===== config.mk =====
export PLATFORM = sky130hd
export DESIGN_NAME = led_pwm_sequencer_flat
export DESIGN_NICKNAME = d
export VERILOG_FILES = /design/src/rtl/led_pwm_sequencer_pkg.sv /design/src/rtl/led_pwm_sequencer_if.sv /design/src/rtl/led_gsclk_gen.sv /design/src/rtl/led_pwm_sequencer.sv /design/src/flat_wrapper.sv
export SDC_FILE = /design/constraint.sdc
export NUM_CORES = 1
export LEC_CHECK = 0
export ABC_AREA = 1
export CORE_MARGIN = 2
export CORE_UTILIZATION = 50
export DETAILED_ROUTE_END_ITERATION = 10
export GPL_TIMING_DRIVEN = 0
export PLACE_DENSITY = 0.73
export SLEW_MARGIN = 10
export SYNTH_ARGS = -nofsm -noshare
export SYNTH_HDL_FRONTEND = slang
export SYNTH_HIERARCHICAL = 1
export SYNTH_SLANG_ARGS = --single-unit

===== constraint.sdc =====
create_clock -name clock -period 2.7 [get_ports clock]
set_input_delay 0.54 -clock clock [delete_from_list [all_inputs] [get_ports clock]]
set_output_delay 0.54 -clock clock [all_outputs]
set_load 0.005 [all_outputs]

===== src/rtl/led_pwm_sequencer_pkg.sv =====
// led_pwm_sequencer_pkg: state encoding and default timing constants
// shared by the sequencer top and its GSCLK generator.
package led_pwm_sequencer_pkg;

  localparam int GS_BITS_DEF      = 12;
  localparam int GSCLK_DIV_DEF    = 1;
  localparam int BLANK_CYCLES_DEF = 2;
  localparam int ROWS_DEF         = 8;
  localparam int ROW_WIDTH_DEF    = 3;

  localparam logic [2:0] ST_IDLE       = 3'd0;
  localparam logic [2:0] ST_LOAD       = 3'd1;
  localparam logic [2:0] ST_BLANK_PRE  = 3'd2;
  localparam logic [2:0] ST_XLAT       = 3'd3;
  localparam logic [2:0] ST_BLANK_POST = 3'd4;
  localparam logic [2:0] ST_GS         = 3'd5;

endpackage


===== src/rtl/led_pwm_sequencer_if.sv =====
// led_pwm_sequencer_if: row-data request/complete pulse handshake
// between the sequencer (master) and the serial shift engine (slave).
interface led_pwm_sequencer_if #(
  parameter int ROW_WIDTH = 3
) ();

  logic                 shift_req;
  logic [ROW_WIDTH-1:0] shift_row;
  logic                 shift_done;

  modport master (
    output shift_req,
    output shift_row,
    input  shift_done
  );

  modport slave (
    input  shift_req,
    input  shift_row,
    output shift_done
  );

endinterface


===== src/rtl/led_gsclk_gen.sv =====
// led_gsclk_gen: GSCLK divider and pulse counter; emits exactly
// 2^GS_BITS pulses per start and flags the end of the last low phase.
module led_gsclk_gen #(
  parameter int GS_BITS   = 12,
  parameter int GSCLK_DIV = 1
) (
  input  logic clock,
  input  logic reset,
  input  logic start,
  input  logic enable,
  output logic led_gsclk,
  output logic done
);

  localparam int DW = (GSCLK_DIV > 1) ? $clog2(GSCLK_DIV) : 1;
  localparam int CW = GS_BITS + 1;
  localparam logic [CW-1:0] LAST = CW'((1 << GS_BITS) - 1);

  logic [DW-1:0] div_q;
  logic [CW-1:0] cnt_q;
  logic          gsclk_q;
  logic          phase_end;

  assign phase_end = (div_q == DW'(GSCLK_DIV - 1));
  assign done      = enable && !gsclk_q && phase_end && (cnt_q == LAST);
  assign led_gsclk = gsclk_q;

  always_ff @(posedge clock) begin
    if (reset) begin
      div_q   <= '0;
      cnt_q   <= '0;
      gsclk_q <= 1'b0;
    end else if (start) begin
      div_q   <= '0;
      cnt_q   <= '0;
      gsclk_q <= 1'b1;
    end else if (done || !enable) begin
      div_q   <= '0;
      gsclk_q <= 1'b0;
    end else if (phase_end) begin
      div_q   <= '0;
      gsclk_q <= !gsclk_q;
      // a pulse is complete when its low phase ends
      if (!gsclk_q) cnt_q <= cnt_q + 1'b1;
    end else begin
      div_q <= div_q + 1'b1;
    end
  end

endmodule


===== src/rtl/led_pwm_sequencer.sv =====
// led_pwm_sequencer: GSCLK/BLANK/XLAT timing and row sequencing for a TLC5940 chain.
// Define LED_XERR_EN to synchronise led_xerr into a sticky xerr_flag.
module led_pwm_sequencer
  import led_pwm_sequencer_pkg::*;
#(
  parameter int GS_BITS      = GS_BITS_DEF,
  parameter int GSCLK_DIV    = GSCLK_DIV_DEF,
  parameter int BLANK_CYCLES = BLANK_CYCLES_DEF,
  parameter int ROWS         = ROWS_DEF,
  parameter int ROW_WIDTH    = ROW_WIDTH_DEF
) (
  input  logic                 clock,
  input  logic                 reset,
  input  logic                 enable,
  input  logic                 led_xerr,
  led_pwm_sequencer_if.master  shift,
  output logic [ROW_WIDTH-1:0] row_sel,
  output logic                 led_gsclk,
  output logic                 led_blank,
  output logic                 led_xlat,
  output logic                 frame_start,
  output logic                 underrun,
  output logic                 xerr_flag
);

  localparam int BW = $clog2(BLANK_CYCLES + 1);

  logic [2:0]           state_q, state_d;
  logic [BW-1:0]        bcnt_q;
  logic                 pending_q, outst_q;
  logic [ROW_WIDTH-1:0] row_q, srow_q;
  logic                 req_q, blank_q, xlat_q;
  logic                 fstart_q, under_q;
  logic                 bp_end, issue, gs_done;

  assign bp_end = (state_q == ST_BLANK_PRE) &&
                  (bcnt_q == BW'(BLANK_CYCLES - 1));

  // never re-request while data is in flight or already waiting
  assign issue = !outst_q && !pending_q &&
                 (((state_q == ST_IDLE) && enable) ||
                  (state_q == ST_BLANK_POST));

  always_comb begin
    state_d = state_q;
    unique case (1'b1)
      (state_q == ST_IDLE): begin
        if (enable) state_d = ST_LOAD;
      end
      (state_q == ST_LOAD): begin
        if (!enable)        state_d = ST_IDLE;
        else if (pending_q) state_d = ST_BLANK_PRE;
      end
      (state_q == ST_BLANK_PRE): begin
        if (bp_end) begin
          if (!enable)        state_d = ST_IDLE;
          else if (pending_q) state_d = ST_XLAT;
          else                state_d = ST_BLANK_POST;
        end
      end
      (state_q == ST_XLAT):       state_d = ST_BLANK_POST;
      (state_q == ST_BLANK_POST): state_d = ST_GS;
      (state_q == ST_GS): begin
        if (gs_done) state_d = ST_BLANK_PRE;
      end
      default: state_d = ST_IDLE;
    endcase
  end

  always_ff @(posedge clock) begin
    if (reset) begin
      state_q   <= ST_IDLE;
      bcnt_q    <= '0;
      pending_q <= 1'b0;
      outst_q   <= 1'b0;
      row_q     <= '0;
      srow_q    <= '0;
      req_q     <= 1'b0;
      blank_q   <= 1'b1;
      xlat_q    <= 1'b0;
      fstart_q  <= 1'b0;
      under_q   <= 1'b0;
    end else begin
      state_q <= state_d;
      bcnt_q  <= ((state_q == ST_BLANK_PRE) &&
                  (state_d == ST_BLANK_PRE)) ?
                 bcnt_q + 1'b1 : '0;
      blank_q <= (state_d != ST_GS);
      xlat_q  <= (state_d == ST_XLAT);
      req_q   <= issue;
      outst_q <= issue || (outst_q && !shift.shift_done);
      under_q <= bp_end && enable && !pending_q;
      if (state_q == ST_XLAT)
        pending_q <= 1'b0;
      else if (shift.shift_done && (state_q != ST_IDLE))
        pending_q <= 1'b1;
      fstart_q <= 1'b0;
      if (state_q == ST_XLAT) begin
        row_q    <= srow_q;
        fstart_q <= (srow_q == '0);
        srow_q   <= (srow_q == ROW_WIDTH'(ROWS - 1)) ?
                    '0 : srow_q + 1'b1;
      end
    end
  end

  led_gsclk_gen #(
    .GS_BITS   (GS_BITS),
    .GSCLK_DIV (GSCLK_DIV)
  ) u_gsclk (
    .clock     (clock),
    .reset     (reset),
    .start     (state_q == ST_BLANK_POST),
    .enable    (state_q == ST_GS),
    .led_gsclk (led_gsclk),
    .done      (gs_done)
  );

`ifdef LED_XERR_EN
  logic xs1_q, xs2_q, xerr_q;

  always_ff @(posedge clock) begin
    if (reset) begin
      xs1_q  <= 1'b1;
      xs2_q  <= 1'b1;
      xerr_q <= 1'b0;
    end else begin
      xs1_q  <= led_xerr;
      xs2_q  <= xs1_q;
      xerr_q <= xerr_q || ((state_q == ST_GS) && !xs2_q);
    end
  end

  assign xerr_flag = xerr_q;
`else
  assign xerr_flag = 1'b0 & led_xerr;
`endif

  assign shift.shift_req = req_q;
  assign shift.shift_row = srow_q;
  assign row_sel         = row_q;
  assign led_blank       = blank_q;
  assign led_xlat        = xlat_q;
  assign frame_start     = fstart_q;
  assign underrun        = under_q;

endmodule


===== src/flat_wrapper.sv =====
// flat-port wrapper written by rule: the top's interface ports become plain ports
module led_pwm_sequencer_flat import led_pwm_sequencer_pkg::*;
#(
  parameter int GS_BITS      = GS_BITS_DEF,
  parameter int GSCLK_DIV    = GSCLK_DIV_DEF,
  parameter int BLANK_CYCLES = BLANK_CYCLES_DEF,
  parameter int ROWS         = ROWS_DEF,
  parameter int ROW_WIDTH    = ROW_WIDTH_DEF
)
  (clock, reset, enable, led_xerr, row_sel, led_gsclk, led_blank, led_xlat, frame_start, underrun, xerr_flag, shift_shift_req, shift_shift_row, shift_shift_done);
  led_pwm_sequencer_if #(.ROW_WIDTH(ROW_WIDTH)) shift_i ();
  input  logic clock;
  input  logic reset;
  input  logic enable;
  input  logic led_xerr;
  output logic [ROW_WIDTH-1:0] row_sel;
  output logic led_gsclk;
  output logic led_blank;
  output logic led_xlat;
  output logic frame_start;
  output logic underrun;
  output logic xerr_flag;
  output wire logic [$bits(shift_i.shift_req)-1:0] shift_shift_req;
  output wire logic [$bits(shift_i.shift_row)-1:0] shift_shift_row;
  input wire logic [$bits(shift_i.shift_done)-1:0] shift_shift_done;
  assign shift_shift_req = shift_i.shift_req;
  assign shift_shift_row = shift_i.shift_row;
  assign shift_i.shift_done = shift_shift_done;
  led_pwm_sequencer #(.GS_BITS(GS_BITS), .GSCLK_DIV(GSCLK_DIV), .BLANK_CYCLES(BLANK_CYCLES), .ROWS(ROWS), .ROW_WIDTH(ROW_WIDTH)) u_core (.clock(clock), .reset(reset), .enable(enable), .led_xerr(led_xerr), .shift(shift_i), .row_sel(row_sel), .led_gsclk(led_gsclk), .led_blank(led_blank), .led_xlat(led_xlat), .frame_start(frame_start), .underrun(underrun), .xerr_flag(xerr_flag));
endmodule

Word-level counts from Yosys, hierarchy flattened --
Index checks and enable logic that the tools add are counted.
Word-level totals: bits in registers 33, output and inout port bits 13, word-level logic and storage cells 76
Operators by class: add/subtract/negate cells 4, equality and inequality tests 12, muxes and demuxes 12, bitwise operators 5, reductions and logical operators 29
Operators with widths (number):
- $mux W3 | 8
- $pmux W3 S6 | 1
- $add A13 B1 Y13 const B | 1
- $eq A13 B12 Y1 const B | 1
- $eq A3 B2 Y1 const B | 4
- $logic_and A1 B1 Y1 | 12
- $eq A3 B3 Y1 const B | 3
- $reduce_or A2 Y1 | 4
- $logic_not A3 Y1 | 2
- $logic_not A1 Y1 | 5
- $not A1 Y1 | 5
- $reduce_or A4 Y1 | 1
- $add A3 B1 Y3 const B | 1
- $eq A3 B1 Y1 const B | 1
- $logic_or A1 B1 Y1 | 3
- $mux W1 | 3
- $ne A3 B2 Y1 const B | 1
- $ne A3 B3 Y1 const B | 1
- $reduce_and A3 Y1 | 1
- $reduce_bool A3 Y1 | 1
- $add A2 B1 Y2 const B | 1
- $eq A2 B1 Y1 const B | 1
- $add A1 B1 Y1 const B | 1

Longest topological paths before layout --
Gate-level depths: netlist (run 1).
depth in word-level cells 10, gate-level depth with buffers 11

By module --
Netlist (run 1), hierarchy kept.
Modules (own cells, without submodules):
- led_gsclk_gen | times used 1, cells each 127, area each 837.1 µm², seq. area each 300.3 µm²
- led_pwm_sequencer | times used 1, cells each 99, area each 775.7 µm², seq. area each 360.3 µm²

Worst setup path before layout (run 1) --
Ideal clock, no wire load.
path type flip-flop to flip-flop, start register u_core.u_gsclk.cnt_q[0], end register u_core.bcnt_q[0], setup time 0.073 ns, arrival 1.548 ns, data required time 2.627 ns, slack 1.079 ns, stages on the path, launching flop included 12, buffers on the path 0, cell sequence dfxtp_1 > ha_1 > nand3_2 > inv_2 > nand2_1 > inv_2 > nand2_4 > nor2_1 > nor2_1 > nor2_2 > nand3_2 > nor3_2
Between the ends: word-level cells in the longest chain between the ends 8
Ends and longest elaborated chain:
- start, declared | RTL line led_gsclk_gen.sv:20 | logic [CW-1:0] cnt_q;
- start signal, assigned | RTL line led_gsclk_gen.sv:44 | if (!gsclk_q) cnt_q <= cnt_q + 1'b1;
- $eq A13 B12 Y1 | RTL line led_gsclk_gen.sv:25 | assign done = enable && !gsclk_q && phase_end && (cnt_q == LAST);
- $logic_and A1 B1 Y1 | RTL line led_gsclk_gen.sv:25
- via u_core.gs_done | RTL line led_pwm_sequencer.sv:34 | logic bp_end, issue, gs_done;
- $mux W3 | RTL line led_pwm_sequencer.sv:64 | if (gs_done) state_d = ST_BLANK_PRE;
- $pmux W3 S6 | RTL line led_pwm_sequencer.sv:46 | unique case (1'b1)
- $eq A3 B2 Y1 | RTL line led_pwm_sequencer.sv:86 | (state_d == ST_BLANK_PRE)) ?
- $logic_and A1 B1 Y1 | RTL line led_pwm_sequencer.sv:85 | bcnt_q <= ((state_q == ST_BLANK_PRE) &&
- $not A1 Y1 (no line)
- $reduce_or A2 Y1 (no line)
- end signal, assigned | RTL line led_pwm_sequencer.sv:85
- end, declared | RTL line led_pwm_sequencer.sv:29 | logic [BW-1:0] bcnt_q;
The timed path passes the listed nets, and every way through them passes these cells. A chain may end at the register's enable or synchronous reset.

Worst setup path after layout (run 1) --
start register u_core.u_gsclk.cnt_q[0], end register u_core.bcnt_q[1]
Same word-level chain as after synthesis.

==> results by group, run 1 <==
Logic synthesis
  – Yosys cell types: 27
  – Ys Warns: 6
  – Mapped Nets: 236
  – Synth Register Bits: 33
  – Sequential-to-total area share from yosys stat: 0.4096
  – Post-Syn Area: 1613 µm²
  – Mapped Cells: 226
  – Post-Syn Area per Cell: 7.136 µm²

Worst setup path
  – Cell chain of the critical path: ha_1 -> nand3_2 -> inv_2 -> nand2_1 -> inv_2 -> nand2_4 -> nor2_1 -> nor2_1 -> nor2_2 -> nand3_2 -> nor3_2
  – R2R Path Start: u_core/u_gsclk/cnt_q[0]
  – CP Capture Type: register
  – Critical Path AT: 2150 ps
  – CP Launch Type: register
  – R2r worst-path depth: 11
  – CP Launch Point: u_core/u_gsclk/cnt_q[0]
  – Max incr delay on CP: 440 ps
  – FF-to-FF setup slack: 830 ps
  – R2r endpoint: u_core/bcnt_q[1]
  – CP Max Fanout: 7
  – Slowest CP cell: dfxtp_1
  – Setup crit end: u_core/bcnt_q[1]
  – Required time of the critical path: 2970 ps
  – Setup CP Type: reg -> reg

Global route
  – Pin count of the biggest net entering global routing: 11
  – Initial antenna violation count: 0
  – Remaining Overflow, GRT: 0
  – All-Layer GR Usage: 0.1836
  – First-pass GRT wire length: 4968 µm
  – Vias in the first global route: 1225

Placement
  – Post-Place Worst Slack: 751.8 ps
  – RD Place Congestion: 0.8396
  – DP HPWL: 2238 µm
  – Cells after DPL: 285
  – Input/output buffers: 15
  – Area after DPL: 1818 µm²

CTS
  – CTS clk-pin slew, worst paths: 100 ps
  – Hold Buf Count CTS: 0
  – Clock Tree Buf Depth: 2
  – TritonCTS clock tree: done
  – CTS buffer count: 5
  – Clock latency on the worst-skew pair: 340 ps
  – Sink Count: 33
  – Postcts setup bufs: 0
  – Root Driver: clkbuf_4
  – Post_cts resized: 0
  – H-tree levels: 2

STA
  – Setup ws final: 825.6 ps
  – FMAX: 533.5 MHz
  – RSZ-0062 raised after global routing: false
  – Final Hold Violating Endpoints: 0
  – Final period util: 0.6942
  – Setup TNS: 0 ps
  – Max Slew Vio Count: 0
  – Final setup viols: 0
  – Tmin final: 1874 ps
  – Clk_skew: 9.435 ps

Final layout
  – Utilization after layout: 0.6123
  – Final Non-Filler Cells: 293
  – Fin area: 1869 µm²
  – Diodes inserted: 0
  – Commonest non-fill, non-tap cell in the layout: nand2_1
  – FF+latch area: 660.6 µm²
  – NumNets Final: 258
  – Footprint of the multi-input gates: 823.3 µm²
  – Most frequent cells in the layout: nand2_1, dfxtp_1, nor2_1
  – P&R area growth vs syn: 15.90%
  – Ratio of cells with drive above 1 in the final layout: 0.1325
  – FILL cells: 308

Floorplan
  – Core box area: 3053 µm²
  – Io pins: 18
  – Die Area: 3696 µm²
  – Die Y: 60.80 µm
  – Site row count: 20
  – Die boundary width: 60.80 µm
  – Initial Util: 0.5283

Pwr
  – P_int: 0.6085 mW
  – Clock power frac: 0.330
  – Leakage power: 0.7562 nW
  – Sequential share of power: 0.619
  – Sw frac: 0.2438
  – P_sw: 0.1962 mW
  – PD cells: 430.5 nW/µm²
  – Max VDD drop: 0.0003014 V
  – Logic pwr share: 0.051

Routing
  – DRT Pass-1 Iters: 4
  – Vias per inst: 4.823
  – Post-route DRC: 0
  – Via count: 1413
  – DRT antenna net count: 0
  – 1st-iter DRT viols: 45
  – WL final: 3015 µm
  – Drt wl/cell: 10.29 µm

Min path
  – Min-Delay Path Class: reg -> reg

Job
  – Max-cap violations: 0

Outcome
  – Status: completed
-- cells by family after synthesis --
logic type,count (synthesis),synth area share
xor gates and xnor gates,3,0.01629
and+or+nand+nor,127,0.3662
buffers and inverters,30,0.07990
AOI/OAI and AO/OA,26,0.08456
DFF,33,0.4096
other,2,0.004657
adders and majority gates,5,0.03879
-- routing by layer --
metal,global-route usage,part of all wire,up-vias
li1,-,-,760
met1,0.2042,0.47,614
met2,0.3226,0.47,32
met3,0.05117,0.045,7
met4,0.08696,0.018,0
met5,0,0,-
-- registers in the layout, indices dropped and copies added, names as in the netlist, 2 cells and up --
name                    count
u_core/u_gsclk/cnt_q       13
u_core/row_sel              3
u_core/shift.shift_row      3
u_core/state_q              3
u_core/bcnt_q               2
-- synth_stat cells --
| library cell | n | area, µm² |
|---|---|---|
| buf_4 | 1 | 7.510 |
| nand2_2 | 3 | 18.77 |
| a21oi_1 | 12 | 60.06 |
| o21ai_0 | 7 | 35.03 |
| nand3_1 | 16 | 80.08 |
| a211oi_1 | 1 | 7.510 |
| buf_2 | 1 | 5.000 |
| o21ai_1 | 3 | 15.01 |
| nor3_2 | 2 | 20.02 |
| a31oi_1 | 3 | 18.77 |
| nand4_1 | 3 | 18.77 |
| nand3b_1 | 3 | 22.52 |
| nor3_1 | 2 | 10.01 |
| nor2_2 | 5 | 31.28 |
| nand2_4 | 2 | 22.52 |
| nor2_1 | 31 | 116.4 |
| nand3_2 | 4 | 40.04 |
| conb_1 | 2 | 7.510 |
| nand2_1 | 56 | 210.2 |
| xnor2_1 | 1 | 8.760 |
| ha_1 | 5 | 62.56 |
| xor2_1 | 2 | 17.52 |
| inv_2 | 7 | 26.28 |
| inv_1 | 19 | 71.32 |
| dfxtp_1 | 33 | 660.6 |
| clkinv_1 | 1 | 3.750 |
| buf_8 | 1 | 15.01 |
-- per-stage QoR --
step | power [mW] | hold WS (ps)
finish | 0.8047 | 450.3
detailed placement | 0.5503 | 427.8
floorplan | 0.5358 | 414.8
CTS | 0.8157 | 447.4
global route | 0.8389 | 458.0
global placement | 0.5499 | 425.5
-- worst min path at each step --
| stage | slack (ps) | from | cells after the start | endpoint |
|---|---|---|---|---|
| floorplan | 410 | u_core/bcnt_q[0] | 1 | u_core/bcnt_q[0] |
| global placement | 430 | u_core/bcnt_q[0] | 1 | u_core/bcnt_q[0] |
| detailed placement | 430 | u_core/bcnt_q[0] | 1 | u_core/bcnt_q[0] |
| CTS | 450 | u_core/bcnt_q[0] | 1 | u_core/bcnt_q[0] |
| global route | 460 | u_core/bcnt_q[0] | 1 | u_core/bcnt_q[0] |
| finish | 450 | u_core/bcnt_q[0] | 1 | u_core/bcnt_q[0] |
-- power by group through the flow --
stage	combinational (mW)	clock, mW	sequential (mW)
finish	0.0410	0.266	0.498
global route	0.0468	0.293	0.499
CTS	0.0413	0.276	0.498
detailed placement	0.0411	0	0.509
global placement	0.0406	0	0.509
floorplan	0.0273	0	0.508
-- area by class of cell --
class	instances	area share
Buffer	3	0.01473
Sequential cell	33	0.3534
Clock inverter	2	0.005355
Timing Repair Buffer	15	0.08032
Tap cell	44	0.02945
Multi-Input combinational cell	163	0.4404
Inverter	27	0.05422
Clock buffer	6	0.02209
-- critical path: cells and delay by family, from the launching register on --
kind                     cells  cell delay [ps]
buffers and inverters        2              140
AND/OR/NAND/NOR              8              890
adder cells (fa/ha/maj)      1              330
flip-flops                   1              440
Power figures use the tool's default switching activity.
==> run 2: changes to the inputs <==
Clock period 2.7 ns to 1.8 ns, I/O delays scaled along.
==> run 2 against run 1 <==
Routed wire length decreased by 0.13%. Largest power group unchanged. Global-route usage stayed put. Non-clock buffer count is 1 higher. Clock power rose by 50%. Flip-flop and latch count stayed put. First-iteration DRC count increased by 6.7%. Critical path depth decreased by 5. Critical path type unchanged.
==> results by group, run 2 (synthesis gave the netlist of run 1 again) <==
STA
  – Tmin final: 1592 ps
  – Final Hold Violating Endpoints: 0
  – Clk_skew: 10.20 ps
  – Final period util: 0.8844
  – Setup TNS: 0 ps
  – RSZ-0062 raised after global routing: false
  – Max Slew Vio Count: 0
  – FMAX: 628.1 MHz
  – Worst hold slack: 450.5 ps
  – Final setup viols: 0

Pwr
  – Sequential share of power: 0.618
  – Max VDD drop: 0.0004531 V
  – PD cells: 633.8 nW/µm²
  – P_sw: 0.2945 mW
  – P_int: 0.9109 mW
  – Logic pwr share: 0.051
  – Clock power frac: 0.331
  – Sw frac: 0.2443
  – Leakage power: 0.7607 nW

Final layout
  – Diodes inserted: 0
  – Most flops, register: u_core/u_gsclk/cnt_q
  – Most frequent cells in the layout: nand2_1, dfxtp_1, nor2_1
  – FILL cells: 302
  – Max FFs per register: 13
  – NumNets Final: 259
  – Fin area: 1902 µm²
  – Final Non-Filler Cells: 294
  – Commonest non-fill, non-tap cell in the layout: nand2_1
  – P&R area growth vs syn: 17.92%
  – Ratio of cells with drive above 1 in the final layout: 0.1520

Worst setup path
  – Max incr delay on CP: 440 ps
  – Required time of the critical path: 2060 ps
  – Setup CP Type: reg -> reg
  – CP Max Fanout: 10
  – Critical Path AT: 1850 ps
  – CP Capture Type: register
  – FF-to-FF setup slack: 210 ps
  – Slowest CP cell: dfxtp_1
  – Cell chain of the critical path: inv_2 -> nand2_2 -> nor2_1 -> nor2_1 -> clkinv_1 -> a211oi_1
  – Most Frequent Cell on Critical Path: nor2_1
  – CP Launch Type: register

Floorplan
  – Die Area: 3696 µm²
  – Die Y: 60.80 µm
  – Initial Util: 0.5283
  – Die boundary width: 60.80 µm
  – Site row count: 20
  – Io pins: 18
  – Core box area: 3053 µm²

Routing
  – 1st-iter DRT viols: 48
  – Post-route DRC: 0
  – DRT Pass-1 Iters: 4
  – DRT antenna net count: 0
  – Drt wl/cell: 10.24 µm
  – WL final: 3011 µm
  – Vias per inst: 4.782
  – Via count: 1406

Outcome
  – Status: completed

CTS
  – Clock latency on the worst-skew pair: 340 ps
  – Sink Count: 33
  – CTS buffer count: 5
  – TritonCTS clock tree: done
  – Hold Buf Count CTS: 0
  – Root Driver: clkbuf_4
  – Clock Tree Buf Depth: 2
  – CTS clk-pin slew, worst paths: 100 ps
  – H-tree levels: 2

Min path
  – Min-Delay Path Class: reg -> reg

Global route
  – All-Layer GR Usage: 0.1836
  – Initial antenna violation count: 0
  – First-pass GRT wire length: 4968 µm
  – Pin count of the biggest net entering global routing: 11
  – Vias in the first global route: 1225
  – Remaining Overflow, GRT: 0

Placement
  – RD Place Congestion: 0.8396
  – Input/output buffers: 15
  – Cells after DPL: 285
  – DP HPWL: 2238 µm
  – Area after DPL: 1818 µm²

Job
  – Max-cap violations: 0
[run 2: critical path: cells and delay by family (launching register included)]
| kind | cells | cell delay (ps) |
|---|---|---|
| DFF | 1 | 440 |
| AOI/OAI and AO/OA | 1 | 240 |
| buffers and inverters | 2 | 400 |
| and+or+nand+nor | 3 | 440 |
[run 2: worst paths after layout]
| check | depth (start not counted) | to | from |
|---|---|---|---|
| worst max-delay path | 6 | u_core/u_gsclk/cnt_q[12] | u_core/state_q[1] |
| worst min-delay path | 1 | u_core/bcnt_q[0] | u_core/bcnt_q[0] |
| worst max register to register | 6 | u_core/u_gsclk/cnt_q[12] | u_core/state_q[1] |
| worst min register to register | 1 | u_core/bcnt_q[0] | u_core/bcnt_q[0] |
[run 2: routing by layer]
layer	vias up	wire (µm)	track usage
li1	763	-	-
met1	615	1423	0.2042
met2	21	1412	0.3226
met3	7	122	0.05117
met4	0	53	0.08696
met5	-	0	0
[run 2: layout make-up]
| class | instances | area, µm² | area share |
|---|---|---|---|
| clock inverters | 2 | 10.01 | 0.005263 |
| flip-flops and latches | 33 | 665.6 | 0.3500 |
| inverters | 27 | 101.3 | 0.05329 |
| well taps | 44 | 55.05 | 0.02895 |
| plain buffers | 3 | 27.53 | 0.01447 |
| clock buffers | 6 | 41.29 | 0.02171 |
| repair buffers | 16 | 157.7 | 0.08289 |
| multi-input cells | 163 | 843.3 | 0.4434 |
[run 2: metrics by stage]
step	utilization	setup WS (ps)	power, mW
detailed placement	0.5955	-105.4	0.8254
floorplan	-	178.9	0.8036
finish	0.6230	208.0	1.205
global route	0.6230	27.67	1.257
CTS	0.6135	19.38	1.223
global placement	0.5955	-37.02	0.8248
[run 2: power by group through the flow]
stage / registers [mW] / logic (mW) / clock network (mW)
2_1_floorplan: 0.763 / 0.0409 / 0
3_3_place_gp: 0.764 / 0.0609 / 0
3_5_place_dp: 0.764 / 0.0616 / 0
4_1_cts: 0.747 / 0.0619 / 0.415
5_1_grt: 0.747 / 0.0700 / 0.440
6_report: 0.745 / 0.0611 / 0.399
[run 2: what timing repair did]
| action | in CTS | in global routing |
|---|---|---|
| gates cloned | 0 | 0 |
| resized for setup | 2 | 5 |
| pin swaps | 0 | 1 |
| buffers inserted | 0 | 1 |
| setup endpoints to repair | 2 | 2 |
| hold endpoints to repair | 0 | 0 |
